[src/rtl/bar_painter_if.sv]
// Pixel-buffer write port driven by bar_painter.
// The master drives one write per clock while px_wr is high.
interface bar_painter_if #(
   parameter int AW = 15,
   parameter int DW = 3
);
   logic [AW-1:0] mem_px_addr;
   logic [DW-1:0] mem_px_data;
   logic          px_wr;

   modport master (
      output mem_px_addr,
      output mem_px_data,
      output px_wr
   );

   modport slave (
      input  mem_px_addr,
      input  mem_px_data,
      input  px_wr
   );
endinterface

[src/rtl/bar_painter.sv]
// bar_painter: frame-buffer writer for the 160x120 RGB111 display.
// After reset it paints the background and the player bar, then moves the bar
// left/right on each movement tick from two synchronized buttons, erasing the
// old rectangle and drawing the new one at one pixel per clock.
// Buffer layout is row-major: address = x + y*SCREEN_X.
//
// Optional feature macro: BAR_PAINTER_CLEAR_EN
//   defined     - after reset the whole buffer is cleared, then the bar is drawn
//   not defined - the clear pass and its linear counter are absent; after reset
//                 only the bar is drawn over the preloaded background image
//
// state  | meaning
// CLEAR  | write BG_COLOR to every buffer address, ascending
// ERASE  | write BG_COLOR over the bar rectangle at old_x
// DRAW   | write BAR_COLOR over the bar rectangle at bar_x
// IDLE   | no writes; wait for a tick with a legal move
//
// Outputs are registered and show the pixel selected in the previous cycle's
// state, so the IDLE->ERASE transition also issues ERASE pixel 0 to make the
// first erase write land one cycle after the tick.
module bar_painter #(
   parameter int            SCREEN_X  = 160,
   parameter int            SCREEN_Y  = 120,
   parameter int            AW        = 15,
   parameter int            DW        = 3,
   parameter int            BAR_W     = 16,
   parameter int            BAR_H     = 4,
   parameter int            BAR_Y     = 112,
   parameter int            STEP      = 2,
   parameter int            TICK_DIV  = 416667,
   parameter logic [DW-1:0] BG_COLOR  = 3'b000,
   parameter logic [DW-1:0] BAR_COLOR = 3'b010
) (
   input  logic          clk,
   input  logic          rst,
   input  logic          in1,
   input  logic          in2,
   bar_painter_if.master px_if,
   output logic          busy
);

   localparam int PXW = (BAR_W > 1) ? $clog2(BAR_W) : 1;
   localparam int PYW = (BAR_H > 1) ? $clog2(BAR_H) : 1;
   localparam int TW  = (TICK_DIV > 1) ? $clog2(TICK_DIV) : 1;

   localparam logic [PXW-1:0] PX_LAST   = PXW'(BAR_W - 1);
   localparam logic [PYW-1:0] PY_LAST   = PYW'(BAR_H - 1);
   localparam logic [TW-1:0]  TICK_LAST = TW'(TICK_DIV - 1);
   localparam logic [8:0]     X_MAX9    = 9'(SCREEN_X - BAR_W);
   localparam logic [8:0]     STEP9     = 9'(STEP);
   localparam logic [7:0]     X_RST     = 8'((SCREEN_X - BAR_W) / 2);

`ifdef BAR_PAINTER_CLEAR_EN
   localparam int            LW       = $clog2(SCREEN_X * SCREEN_Y);
   localparam logic [LW-1:0] LIN_LAST = LW'(SCREEN_X * SCREEN_Y - 1);

   typedef enum logic [1:0] {ST_CLEAR, ST_ERASE, ST_DRAW, ST_IDLE} state_t;
   localparam state_t ST_START = ST_CLEAR;
`else
   typedef enum logic [1:0] {ST_ERASE, ST_DRAW, ST_IDLE} state_t;
   localparam state_t ST_START = ST_DRAW;
`endif

   state_t         state_q, state_d;
   logic [7:0]     bar_x_q, bar_x_d;
   logic [7:0]     old_x_q, old_x_d;
   logic [PXW-1:0] px_q, px_d;
   logic [PYW-1:0] py_q, py_d;
`ifdef BAR_PAINTER_CLEAR_EN
   logic [LW-1:0]  lin_q, lin_d;
`endif

   logic [AW-1:0]  addr_q, addr_d;
   logic [DW-1:0]  data_q, data_d;
   logic           wr_q, wr_d;
   logic           busy_q, busy_d;

   logic           in1_m_q, in1_s_q;
   logic           in2_m_q, in2_s_q;

   logic [TW-1:0]  tick_cnt_q, tick_cnt_d;
   logic           tick_p;

   logic [8:0]     right_x9, left_x9;
   logic [7:0]     new_x;

   logic           rect_last;
   logic [PXW-1:0] px_adv;
   logic [PYW-1:0] py_adv;

   function automatic logic [AW-1:0] rect_addr(input logic [7:0]     x,
                                                input logic [PXW-1:0] px,
                                                input logic [PYW-1:0] py);
      return (AW'(BAR_Y) + AW'(py)) * AW'(SCREEN_X) + AW'(x) + AW'(px);
   endfunction

   // Two-flop synchronizers for the asynchronous buttons.
   always_ff @(posedge clk) begin
      if (rst) begin
         in1_m_q <= 1'b0;
         in1_s_q <= 1'b0;
         in2_m_q <= 1'b0;
         in2_s_q <= 1'b0;
      end else begin
         in1_m_q <= in1;
         in1_s_q <= in1_m_q;
         in2_m_q <= in2;
         in2_s_q <= in2_m_q;
      end
   end

   assign tick_p     = (tick_cnt_q == TICK_LAST);
   assign tick_cnt_d = tick_p ? '0 : tick_cnt_q + TW'(1);

   // Free-running movement tick counter.
   always_ff @(posedge clk) begin
      if (rst) begin
         tick_cnt_q <= '0;
      end else begin
         tick_cnt_q <= tick_cnt_d;
      end
   end

   // Candidate bar position from the buttons, clamped to the screen.
   always_comb begin
      right_x9 = {1'b0, bar_x_q} + STEP9;
      if (right_x9 > X_MAX9) begin
         right_x9 = X_MAX9;
      end
      left_x9 = ({1'b0, bar_x_q} >= STEP9) ? ({1'b0, bar_x_q} - STEP9) : 9'd0;
      new_x   = bar_x_q;
      if (in1_s_q && !in2_s_q) begin
         new_x = right_x9[7:0];
      end else if (in2_s_q && !in1_s_q) begin
         new_x = left_x9[7:0];
      end
   end

   // Row-major advance through the bar rectangle.
   always_comb begin
      rect_last = (px_q == PX_LAST) && (py_q == PY_LAST);
      if (px_q == PX_LAST) begin
         px_adv = '0;
         py_adv = (py_q == PY_LAST) ? '0 : py_q + PYW'(1);
      end else begin
         px_adv = px_q + PXW'(1);
         py_adv = py_q;
      end
   end

   // Next state, counters and the pixel write to register.
   always_comb begin
      state_d = state_q;
      bar_x_d = bar_x_q;
      old_x_d = old_x_q;
      px_d    = px_q;
      py_d    = py_q;
`ifdef BAR_PAINTER_CLEAR_EN
      lin_d   = lin_q;
`endif
      wr_d    = 1'b0;
      addr_d  = addr_q;
      data_d  = data_q;

      case (state_q)
`ifdef BAR_PAINTER_CLEAR_EN
         ST_CLEAR: begin
            wr_d   = 1'b1;
            addr_d = AW'(lin_q);
            data_d = BG_COLOR;
            if (lin_q == LIN_LAST) begin
               lin_d   = '0;
               state_d = ST_DRAW;
            end else begin
               lin_d = lin_q + LW'(1);
            end
         end
`endif
         ST_ERASE: begin
            wr_d   = 1'b1;
            addr_d = rect_addr(old_x_q, px_q, py_q);
            data_d = BG_COLOR;
            px_d   = px_adv;
            py_d   = py_adv;
            if (rect_last) begin
               state_d = ST_DRAW;
            end
         end
         ST_DRAW: begin
            wr_d   = 1'b1;
            addr_d = rect_addr(bar_x_q, px_q, py_q);
            data_d = BAR_COLOR;
            px_d   = px_adv;
            py_d   = py_adv;
            if (rect_last) begin
               state_d = ST_IDLE;
            end
         end
         ST_IDLE: begin
            if (tick_p && (new_x != bar_x_q)) begin
               old_x_d = bar_x_q;
               bar_x_d = new_x;
               wr_d    = 1'b1;
               addr_d  = rect_addr(bar_x_q, px_q, py_q);
               data_d  = BG_COLOR;
               px_d    = px_adv;
               py_d    = py_adv;
               state_d = rect_last ? ST_DRAW : ST_ERASE;
            end
         end
         default: begin
            state_d = ST_IDLE;
         end
      endcase

      busy_d = wr_d || (state_d != ST_IDLE);
   end

   // State, position and pixel counter registers.
   always_ff @(posedge clk) begin
      if (rst) begin
         state_q <= ST_START;
         bar_x_q <= X_RST;
         old_x_q <= X_RST;
         px_q    <= '0;
         py_q    <= '0;
`ifdef BAR_PAINTER_CLEAR_EN
         lin_q   <= '0;
`endif
      end else begin
         state_q <= state_d;
         bar_x_q <= bar_x_d;
         old_x_q <= old_x_d;
         px_q    <= px_d;
         py_q    <= py_d;
`ifdef BAR_PAINTER_CLEAR_EN
         lin_q   <= lin_d;
`endif
      end
   end

   // Registered write port and busy flag.
   always_ff @(posedge clk) begin
      if (rst) begin
         addr_q <= '0;
         data_q <= '0;
         wr_q   <= 1'b0;
         busy_q <= 1'b1;
      end else begin
         addr_q <= addr_d;
         data_q <= data_d;
         wr_q   <= wr_d;
         busy_q <= busy_d;
      end
   end

   assign px_if.mem_px_addr = addr_q;
   assign px_if.mem_px_data = data_q;
   assign px_if.px_wr       = wr_q;
   assign busy              = busy_q;

endmodule
[src/flat_wrapper.sv]
// flat-port wrapper written by rule: the top's interface ports become plain ports
module bar_painter_flat 
#(
   parameter int            SCREEN_X  = 160,
   parameter int            SCREEN_Y  = 120,
   parameter int            AW        = 15,
   parameter int            DW        = 3,
   parameter int            BAR_W     = 16,
   parameter int            BAR_H     = 4,
   parameter int            BAR_Y     = 112,
   parameter int            STEP      = 2,
   parameter int            TICK_DIV  = 416667,
   parameter logic [DW-1:0] BG_COLOR  = 3'b000,
   parameter logic [DW-1:0] BAR_COLOR = 3'b010
)
  (clk, rst, in1, in2, busy, px_if_mem_px_addr, px_if_mem_px_data, px_if_px_wr);
  bar_painter_if #(.AW(AW), .DW(DW)) px_if_i ();
  input  logic clk;
  input  logic rst;
  input  logic in1;
  input  logic in2;
  output logic busy;
  output wire logic [$bits(px_if_i.mem_px_addr)-1:0] px_if_mem_px_addr;
  output wire logic [$bits(px_if_i.mem_px_data)-1:0] px_if_mem_px_data;
  output wire logic [$bits(px_if_i.px_wr)-1:0] px_if_px_wr;
  assign px_if_mem_px_addr = px_if_i.mem_px_addr;
  assign px_if_mem_px_data = px_if_i.mem_px_data;
  assign px_if_px_wr = px_if_i.px_wr;
  bar_painter #(.SCREEN_X(SCREEN_X), .SCREEN_Y(SCREEN_Y), .AW(AW), .DW(DW), .BAR_W(BAR_W), .BAR_H(BAR_H), .BAR_Y(BAR_Y), .STEP(STEP), .TICK_DIV(TICK_DIV), .BG_COLOR(BG_COLOR), .BAR_COLOR(BAR_COLOR)) u_core (.clk(clk), .rst(rst), .in1(in1), .in2(in2), .px_if(px_if_i), .busy(busy));
endmodule
[config.mk]
export PLATFORM = sky130hd
export DESIGN_NAME = bar_painter_flat
export DESIGN_NICKNAME = d
export VERILOG_FILES = /design/src/rtl/bar_painter_if.sv /design/src/rtl/bar_painter.sv /design/src/flat_wrapper.sv
export SDC_FILE = /design/constraint.sdc
export NUM_CORES = 1
export LEC_CHECK = 0
export ABC_AREA = 1
export CAP_MARGIN = 20
export CORE_MARGIN = 1.5
export CORE_UTILIZATION = 50
export DETAILED_ROUTE_END_ITERATION = 6
export PLACE_DENSITY = 0.69
export SETUP_SLACK_MARGIN = 0.4
export SYNTH_ARGS = -nofsm -noshare
export SYNTH_HDL_FRONTEND = slang
export SYNTH_SLANG_ARGS = --single-unit
[constraint.sdc]
create_clock -name clk -period 2.73 [get_ports clk]
set_input_delay 0.546 -clock clk [delete_from_list [all_inputs] [get_ports clk]]
set_output_delay 0.546 -clock clk [all_outputs]
set_load 0.01 [all_outputs]
==> results_dict.tcl, run 1 <==
set metrics [dict create \
    status "finished, final reports clean" \
    grt_antenna_before_repair 0 \
    grt.total_usage 0.267 \
    min_path_cells 2 \
    critPathBufInv 5 \
    synth-seq-cells 63 \
    syn_area_mm2 0.00403 \
    layout_commonest_cell "nand2_1" \
    cp_slowest_cell "dfxtp_4" \
    synthSimpleGateAreaFrac 0.349 \
    io_buffer_count 19 \
    power.leakage_nw 2.35 \
    powerDensity_mw_per_mm2 341 \
    arrival_ns 2.86 \
    grt_start_max_net_pins 21 \
    r2r_slack_ns 0.15 \
    crit_path_end_kind "register" \
    synth_cell_types 42 \
    gp_congestion 1.04 \
    p_int_mw 1.36 \
    dpl_worst_slack_ns 0.0735 \
    rsz0062_at_grt "yes" \
    start_util 0.518 \
    synth_mux_area_frac 0.00249 \
    diodes 0 \
    fin_tns_setup_ns 0 \
    cts_num_sinks 63 \
    synth_xor_area_frac 0.0109 \
    cts_hold_buf 0 \
    r2r_end "u_core.px_if.mem_px_addr[9]" \
    num_io_pins 24 \
    hpwl_um 7070 \
    synth_top_family_by_area "simple AND/OR/NAND/NOR gates" \
    hold_path.class "reg2reg" \
    synthFlopType "dfxtp_1" \
    met1_usage 0.350 \
    grt_pass1_wl_um 18300 \
    clk_pin_slew_ns 0.07 \
    synth_edf_count 0 \
    pwr-share-comb 0.097 \
    grt_pass1_vias 3955 \
    insertion_delay_ns 0.34 \
    fin_crit_ns 2.58 \
    hp-start "u_core.in2_m_q" \
    drtIter0Drc 231 \
    busiest_layer "met2" \
    syn_to_final_growth_pct 35.3 \
    setup_violations 0 \
    tritoncts "yes" \
    cts-root-buf "clkbuf_8" \
    die-area_mm2 0.00860 \
    drtPass1Iterations 5 \
    cts_buffers 9 \
    synthAdderAreaFrac 0.0876 \
    r2r_start "u_core.bar_x_q[1]" \
    grt-ovfl-total 0 \
    drt-total-wl_um 11700 \
    p_switching_mw 0.490 \
    maxSlewViolCount 0 \
    maxCapViolCount 0 \
    die_w_um 92.7 \
    worstHoldEndpoint "u_core.in2_s_q" \
    fin_cells 778 \
    final_cell_mix "nand2_1, inv_1, nor2_1" \
    cts.path.max_buffers 2 \
    fp-row-count 32 \
    crit_fanout 6 \
    avgRoutedWirePerCell_um 15.0 \
    design.core.area_mm2 0.00777 \
    vias 4288 \
    crit_path_max_incr_delay_ns 0.41 \
    synth_compound_area_frac 0.125 \
    cp_top_family "simple AND/OR/NAND/NOR gates" \
    async_flop_share 0 \
    met3_usage 0.0583 \
    clock_skew_ns 0.0116 \
    htree_num_levels 3 \
    finalHoldViolCount 0 \
    rr_worst_depth 21 \
    vias_per_cell 5.51 \
    p_clk_frac 0.387 \
    power_frac_seq 0.515 \
    fin_ws_ns 0.146 \
    fmax_mhz 387 \
    switching_share 0.264 \
    yosysSeqAreaShare 0.313 \
    synth_cells 610 \
    critPathKind "reg2reg" \
    drive_gt1_frac 0.294 \
    yosysWarningCount 0 \
    startpoint_type "register" \
    worst_slew_pin_slew_ns 0.955 \
    ir_drop_uv 312 \
    avgSynthCellArea_um2 6.60 \
    finalNetCount 702 \
    place_inst 726 \
    period_share 0.946 \
    met2_usage 0.420 \
    required_ns 3.01 \
    die_h_um 92.7 \
    ant_nets 0 \
    max_slew_margin 0.363 \
    worstPathCellList "buf_6, ha_4, inv_2, nor2_2, nand3_2, nand3_4, nand2_2, nand2_2, nand2_2, nand2_1, nand2_1, nor2_1, nand2_1, nor2_2, nand3_2, nand3_4, buf_6, buf_6, buf_16, nand3_1, a21oi_2" \
    drc 0 \
]
-- worst min-delay path, stage by stage (launching register included) --
cell,delay (ns)
dfxtp_1,0.30
inv_1,0.04
nor2_1,0.03
-- timing repair --
item / 4_1_cts / 5_1_grt
resized for setup: 87 / 83
gates cloned: 6 / 1
setup endpoints to repair: 42 / 44
setup buffers: 14 / 15
pin swaps: 36 / 37
-- per-layer routing --
metal / wire [um] / part of all wire / up-vias
met3: 907 / 0.078 / 58
met2: 5360 / 0.46 / 182
li1: - / - / 2089
met4: 423 / 0.036 / 0
met1: 4990 / 0.43 / 1959
met5: 0 / 0 / -
-- power by group through the flow --
stage          sequential [mW]  clock [mW]  combinational (mW)
3_5_place_dp             0.977           0               0.143
3_3_place_gp             0.977           0               0.140
2_1_floorplan            0.979           0              0.0912
4_1_cts                  0.956       0.730               0.154
5_1_grt                  0.957       0.779               0.198
6_report                 0.955       0.718               0.181
-- sequential cells by signal, indices dropped and copies added, names as in the netlist --
signal and flops:
u_core.busy 1, u_core.in2_s_q 1, u_core.px_q 4, u_core.in1_m_q 1, u_core.py_q 2, u_core.px_if.mem_px_data 1, u_core.px_if.mem_px_addr 13, u_core.bar_x_q 8
u_core.tick_cnt_q 19, u_core.in1_s_q 1, u_core.px_if.px_wr 1, u_core.in2_m_q 1, u_core.state_q 2, u_core.old_x_q 8
-- final cells by class --
class | instances | area (um2)
multi-input cells | 449 | 2870
clock buffers | 10 | 138
clock inverters | 6 | 36.3
flip-flops and latches | 63 | 1290
repair inverters | 1 | 11.3
fillers | 632 | 2320
well taps | 102 | 128
inverters | 85 | 345
repair buffers | 62 | 627
-- metrics by stage --
stage          total power, mW  instance area, um2  hold slack [ns]  utilization
2_1_floorplan             1.07                4040            0.388            -
3_3_place_gp              1.12                4330            0.391        0.557
3_5_place_dp              1.12                4330            0.395        0.557
4_1_cts                   1.84                5020            0.405        0.646
5_1_grt                   1.93                5450            0.427        0.701
6_report                  1.85                5450            0.404        0.701
-- worst max-delay path by stage --
stage	slack [ns]	startpoint	to	cells after the start
6_report	0.15	u_core.bar_x_q[1]	u_core.px_if.mem_px_addr[9]	21
3_3_place_gp	0.17	u_core.bar_x_q[1]	u_core.px_if.mem_px_addr[7]	19
2_1_floorplan	0.41	u_core.bar_x_q[2]	u_core.py_q[0]	20
4_1_cts	0.31	u_core.bar_x_q[2]	u_core.px_if.mem_px_addr[10]	20
5_1_grt	-0.01	u_core.in2_s_q	u_core.px_if.mem_px_addr[9]	19
3_5_place_dp	0.07	u_core.bar_x_q[2]	u_core.px_if.mem_px_addr[4]	19
-- cells in the mapped netlist, types with 5 or more instances --
master	n	area (um2)
nor3b_1	5	37.5
nand4_1	5	31.3
nand3_1	46	230
nand2_2	6	37.5
inv_1	79	297
o21ai_1	13	65.1
clkbuf_1	5	18.8
ha_1	25	313
nor2_1	81	304
a21oi_1	41	205
dfxtp_1	63	1260
buf_4	6	45.0
nand2_1	144	541
nor3_1	9	45.0
xor2_1	5	43.8
inv_2	6	22.5
o21ai_0	24	120
-- logic make-up after synthesis --
logic type | count (synthesis)
AOI/OAI and AO/OA | 93
xor gates and xnor gates | 5
buffers and inverters | 104
and+or+nand+nor | 316
other | 1
adders and majority gates | 27
muxes | 1
DFF | 63
Power figures use the tool's default switching activity.
==> run 2, diff against run 1 <==
--- a/config.mk
+++ b/config.mk
@@ -12,6 +12,7 @@
 export DETAILED_ROUTE_END_ITERATION = 6
 export PLACE_DENSITY = 0.69
 export SETUP_SLACK_MARGIN = 0.4
+export SKIP_CTS_REPAIR_TIMING = 1
 export SYNTH_ARGS = -nofsm -noshare
 export SYNTH_HDL_FRONTEND = slang
 export SYNTH_SLANG_ARGS = --single-unit
==> results_dict.tcl, run 2 (synthesized netlist as in run 1, its figures left out) <==
set metrics [dict create \
    status "finished, final reports clean" \
    cts_num_sinks 63 \
    grt_pass1_vias 3694 \
    layout_commonest_cell "nand2_1" \
    ir_drop_uv 307 \
    finalNetCount 692 \
    io_buffer_count 19 \
    maxCapViolCount 0 \
    grt_pass1_wl_um 16500 \
    power_frac_seq 0.520 \
    final_cell_mix "nand2_1, inv_1, nor2_1" \
    grt.total_usage 0.240 \
    drive_gt1_frac 0.248 \
    fin_cells 768 \
    clk_pin_slew_ns 0.07 \
    avgRoutedWirePerCell_um 14.2 \
    regMostFlops "u_core.tick_cnt_q" \
    finalHoldViolCount 0 \
    cts_buffers 9 \
    maxSlewViolCount 0 \
    vias 4151 \
    syn_to_final_growth_pct 28.7 \
    place_inst 726 \
    required_ns 2.96 \
    crit_fanout 8 \
    grt_antenna_before_repair 0 \
    drt-total-wl_um 10900 \
    fin_crit_ns 2.60 \
    tritoncts "yes" \
    period_share 0.951 \
    hold_path.class "reg2reg" \
    rsz0062_at_grt "yes" \
    p_int_mw 1.36 \
    hpwl_um 7070 \
    largest_reg_flops 19 \
    busiest_layer "met2" \
    gp_congestion 1.04 \
    drc 0 \
    crit_path_end_kind "register" \
    ant_nets 0 \
    max_slew_margin 0.119 \
    drtIter0Drc 249 \
    setup_violations 0 \
    p_clk_frac 0.393 \
    die_w_um 92.7 \
    grt_start_max_net_pins 27 \
    vias_per_cell 5.40 \
    met3_usage 0.0550 \
    cts.path.max_buffers 2 \
    worst_slew_pin_slew_ns 1.31 \
    whs_ns 0.404 \
    fmax_mhz 385 \
    clock_skew_ns 0.00931 \
    num_io_pins 24 \
    met1_usage 0.323 \
    critPathKind "reg2reg" \
    die-area_mm2 0.00860 \
    htree_num_levels 3 \
    p_switching_mw 0.483 \
    startpoint_type "register" \
    pwr-share-comb 0.088 \
    design.core.area_mm2 0.00777 \
    met2_usage 0.368 \
    power.leakage_nw 2.28 \
    diodes 0 \
    cts-root-buf "clkbuf_8" \
    die_h_um 92.7 \
    fp-row-count 32 \
    start_util 0.518 \
    insertion_delay_ns 0.34 \
    drtPass1Iterations 6 \
    powerDensity_mw_per_mm2 355 \
    arrival_ns 2.82 \
    switching_share 0.263 \
    grt-ovfl-total 0 \
]
## run 2: per-layer routing
layer | part of all wire | wire length [um]
met2 | 0.45 | 4850
met5 | 0 | 0
met3 | 0.079 | 855
met1 | 0.45 | 4900
met4 | 0.025 | 276
## run 2: stage by stage
stage | setup WS (ns) | util | setup TNS [ns] | power, mW | area (um2)
after CTS | 0.0297 | 0.579 | 0 | 1.83 | 4500
after detailed placement | 0.0735 | 0.557 | 0 | 1.12 | 4330
after global placement | 0.167 | 0.557 | 0 | 1.12 | 4330
after global routing | -0.00510 | 0.667 | -0.00707 | 1.91 | 5180
final | 0.135 | 0.667 | 0 | 1.84 | 5180
after floorplan | 0.413 | - | 0 | 1.07 | 4040
## run 2: cell type report
type | instances | area, um2
clock inverters | 6 | 36.3
repair inverters | 1 | 11.3
well taps | 102 | 128
fillers | 686 | 2580
clock buffers | 10 | 138
repair buffers | 52 | 514
multi-input cells | 449 | 2730
inverters | 85 | 350
flip-flops and latches | 63 | 1280
## run 2: path summary, 6_finish.rpt
check / slack, ns / depth (start not counted) / from / end
worst max-delay path: 0.13 / 19 / u_core.bar_x_q[2] / u_core.px_if.mem_px_addr[9]
worst min-delay path: 0.40 / 2 / u_core.in2_m_q / u_core.in2_s_q
worst max register to register: 0.13 / 19 / u_core.bar_x_q[2] / u_core.px_if.mem_px_addr[9]
worst min register to register: 0.40 / 2 / u_core.in2_m_q / u_core.in2_s_q
## run 2: worst max-delay path: stages (launching register included)
cell     delay (ns)
dfxtp_4        0.40
inv_4          0.09
ha_4           0.13
nand3_2        0.10
nor2_1         0.20
o21ai_0        0.16
o21ai_0        0.12
nand2_1        0.10
o21ai_2        0.08
nand2_2        0.08
nand2_1        0.06
nand2_1        0.06
nor2_2         0.11
nand3_2        0.14
nand3_4        0.13
buf_12         0.12
nand2_8        0.10
nand2_4        0.16
buf_6          0.10
a21oi_2        0.04
## run 2: power by group through the flow
stage | Sequential, mW | Clock, mW | Combinational [mW]
after floorplan | 0.979 | 0 | 0.0912
after global placement | 0.977 | 0 | 0.140
after detailed placement | 0.977 | 0 | 0.143
after CTS | 0.956 | 0.730 | 0.143
after global routing | 0.959 | 0.776 | 0.180
final | 0.957 | 0.723 | 0.161
==> run 3, diff against run 2 <==
--- a/config.mk
+++ b/config.mk
@@ -10,6 +10,7 @@
 export CORE_MARGIN = 1.5
 export CORE_UTILIZATION = 50
 export DETAILED_ROUTE_END_ITERATION = 6
+export GPL_ROUTABILITY_DRIVEN = 1
 export PLACE_DENSITY = 0.69
 export SETUP_SLACK_MARGIN = 0.4
 export SKIP_CTS_REPAIR_TIMING = 1
==> results of run 3 <==
Same layout as run 2: the final DEF is identical, and so are final timing and power.
==> RTL change (config.mk and constraints of run 1) <==
Take the reset off `addr_q` and load it in a clocked block of its own.
--- a/src/rtl/bar_painter.sv
+++ b/src/rtl/bar_painter.sv
@@ -244,3 +244,2 @@
       if (rst) begin
-         addr_q <= '0;
          data_q <= '0;
@@ -249,3 +248,2 @@
       end else begin
-         addr_q <= addr_d;
          data_q <= data_d;
@@ -254,2 +252,6 @@
       end
+   end
+
+   always_ff @(posedge clk) begin
+      addr_q <= addr_d;
    end
Check against the original RTL: not equivalent (Yosys sat finds a counterexample within 4 cycles, from zero or initial values and one cycle with rst high).
==> RTL change against run 1 <==
Wire length decreased by 6.2%. Sequential cell count decreased by 1. Critical endpoint is now u_core.bar_x_q[4]$_SDFFE_PP0P_. Largest power group unchanged. Synthesized cell count decreased by 10%. Design area decreased by 4.6%. Critical path type unchanged. Power increased by 9.0%. Final cell count decreased by 8.5%. Area after synthesis decreased by 2.4%. Setup slack improved by 0.12 ns. Critical path depth decreased by 3.
==> RTL change: results (changes against run 1) <==
### Placement
* 0.978 — routability congestion estimate, was 1.04
* 0.0702 ns — Setup Slack @ Placement, was 0.0735 ns

### Final layout
* 636 — Nets, was 702
* 26.9% — sequential portion of the cell area, was 23.6%
* 10.9% — buffer share of cell area, was 11.5%
* 28.9% — layout cells sized above 1, was 29.4%
* 4.14% — portion of the layout cell area used by clock cells, was 3.19%
* 67.9% — final core area utilization, was 70.1%

### Power
* 47.5% — portion of total power attributed to sequential cells, was 51.5%
* 0.163 mW — Comb. pwr, was 0.181 mW

### Yosys
* 549 — synthesized instance count, was 610
* 43 — number of distinct library cells after synthesis, was 42
* 3.34% — fraction of synthesized cell area in xor and xnor cells, was 1.09%
* 12 — number of synthesized flops with an enable pin, was 0

### Routing
* 5460 um — detailed route wirelength on metal2, was 5360 um

### Timing
* 0.0106 ns — Post-Route Skew, was 0.0116 ns
* 90.3% — final worst-path cycle share, was 94.6%
* 20.7% — normalized max-slew margin, was 36.3%

### Global routing
* 3529 — number of global-route vias before repair, was 3955
* 5.22% — met3 usage, was 5.83%

### Critical path
* 18 — worst reg2reg path depth, was 21
* u_core.bar_x_q[4]$_SDFFE_PP0P_ — terminus of the critical flop-to-flop path, was u_core.px_if.mem_px_addr[9]$_SDFFE_PP0P_

### Worst hold path
* u_core.in1_s_q$_SDFF_PP0_ — destination of the worst hold path, was u_core.in2_s_q$_SDFF_PP0_

### Outcome
* finished, final reports clean — result of the run, unchanged

### Clocking
* 0.36 ns — insertion delay to the later sink of the worst-skew pair, was 0.34 ns

RTL change: cell count changes after synthesis, moves of 9 or more:
cell                       change
sky130_fd_sc_hd__o21ai_1       -9
sky130_fd_sc_hd__xor2_1       +10
sky130_fd_sc_hd__a21oi_1      -10
sky130_fd_sc_hd__nor2_1        -9
sky130_fd_sc_hd__dfxtp_1      -13
sky130_fd_sc_hd__nand3_1      -10
sky130_fd_sc_hd__edfxtp_1     +12
sky130_fd_sc_hd__nand2_1      -31
RTL change: cells by family after synthesis:
kind of cell | Yosys count
compound gates | 79
xor+xnor | 15
fa+ha+maj | 27
buf+inv | 98
flops | 62
mux | 1
other cells | 2
simple gates | 265
RTL change: critical path, cell delays in order (launching register included):
cell,delay [ns]
sky130_fd_sc_hd__dfxtp_4,0.40
sky130_fd_sc_hd__buf_6,0.11
sky130_fd_sc_hd__ha_4,0.12
sky130_fd_sc_hd__nand4_1,0.23
sky130_fd_sc_hd__nand3_4,0.20
sky130_fd_sc_hd__nand2_1,0.08
sky130_fd_sc_hd__nand2_1,0.09
sky130_fd_sc_hd__nand2_1,0.09
sky130_fd_sc_hd__nand2_1,0.10
sky130_fd_sc_hd__nand3_2,0.10
sky130_fd_sc_hd__nor2_4,0.14
sky130_fd_sc_hd__nand3_4,0.11
sky130_fd_sc_hd__nand2_4,0.09
sky130_fd_sc_hd__nor2_4,0.05
sky130_fd_sc_hd__buf_12,0.14
sky130_fd_sc_hd__buf_6,0.11
sky130_fd_sc_hd__nand2_2,0.04
sky130_fd_sc_hd__nand2_1,0.05
sky130_fd_sc_hd__a21oi_2,0.11
RTL change: what timing repair did:
action,CTS,global route
gates resized for setup,54,80
gates cloned,0,2
pin swaps,15,40
setup endpoints to repair,40,47
buffers inserted,12,17
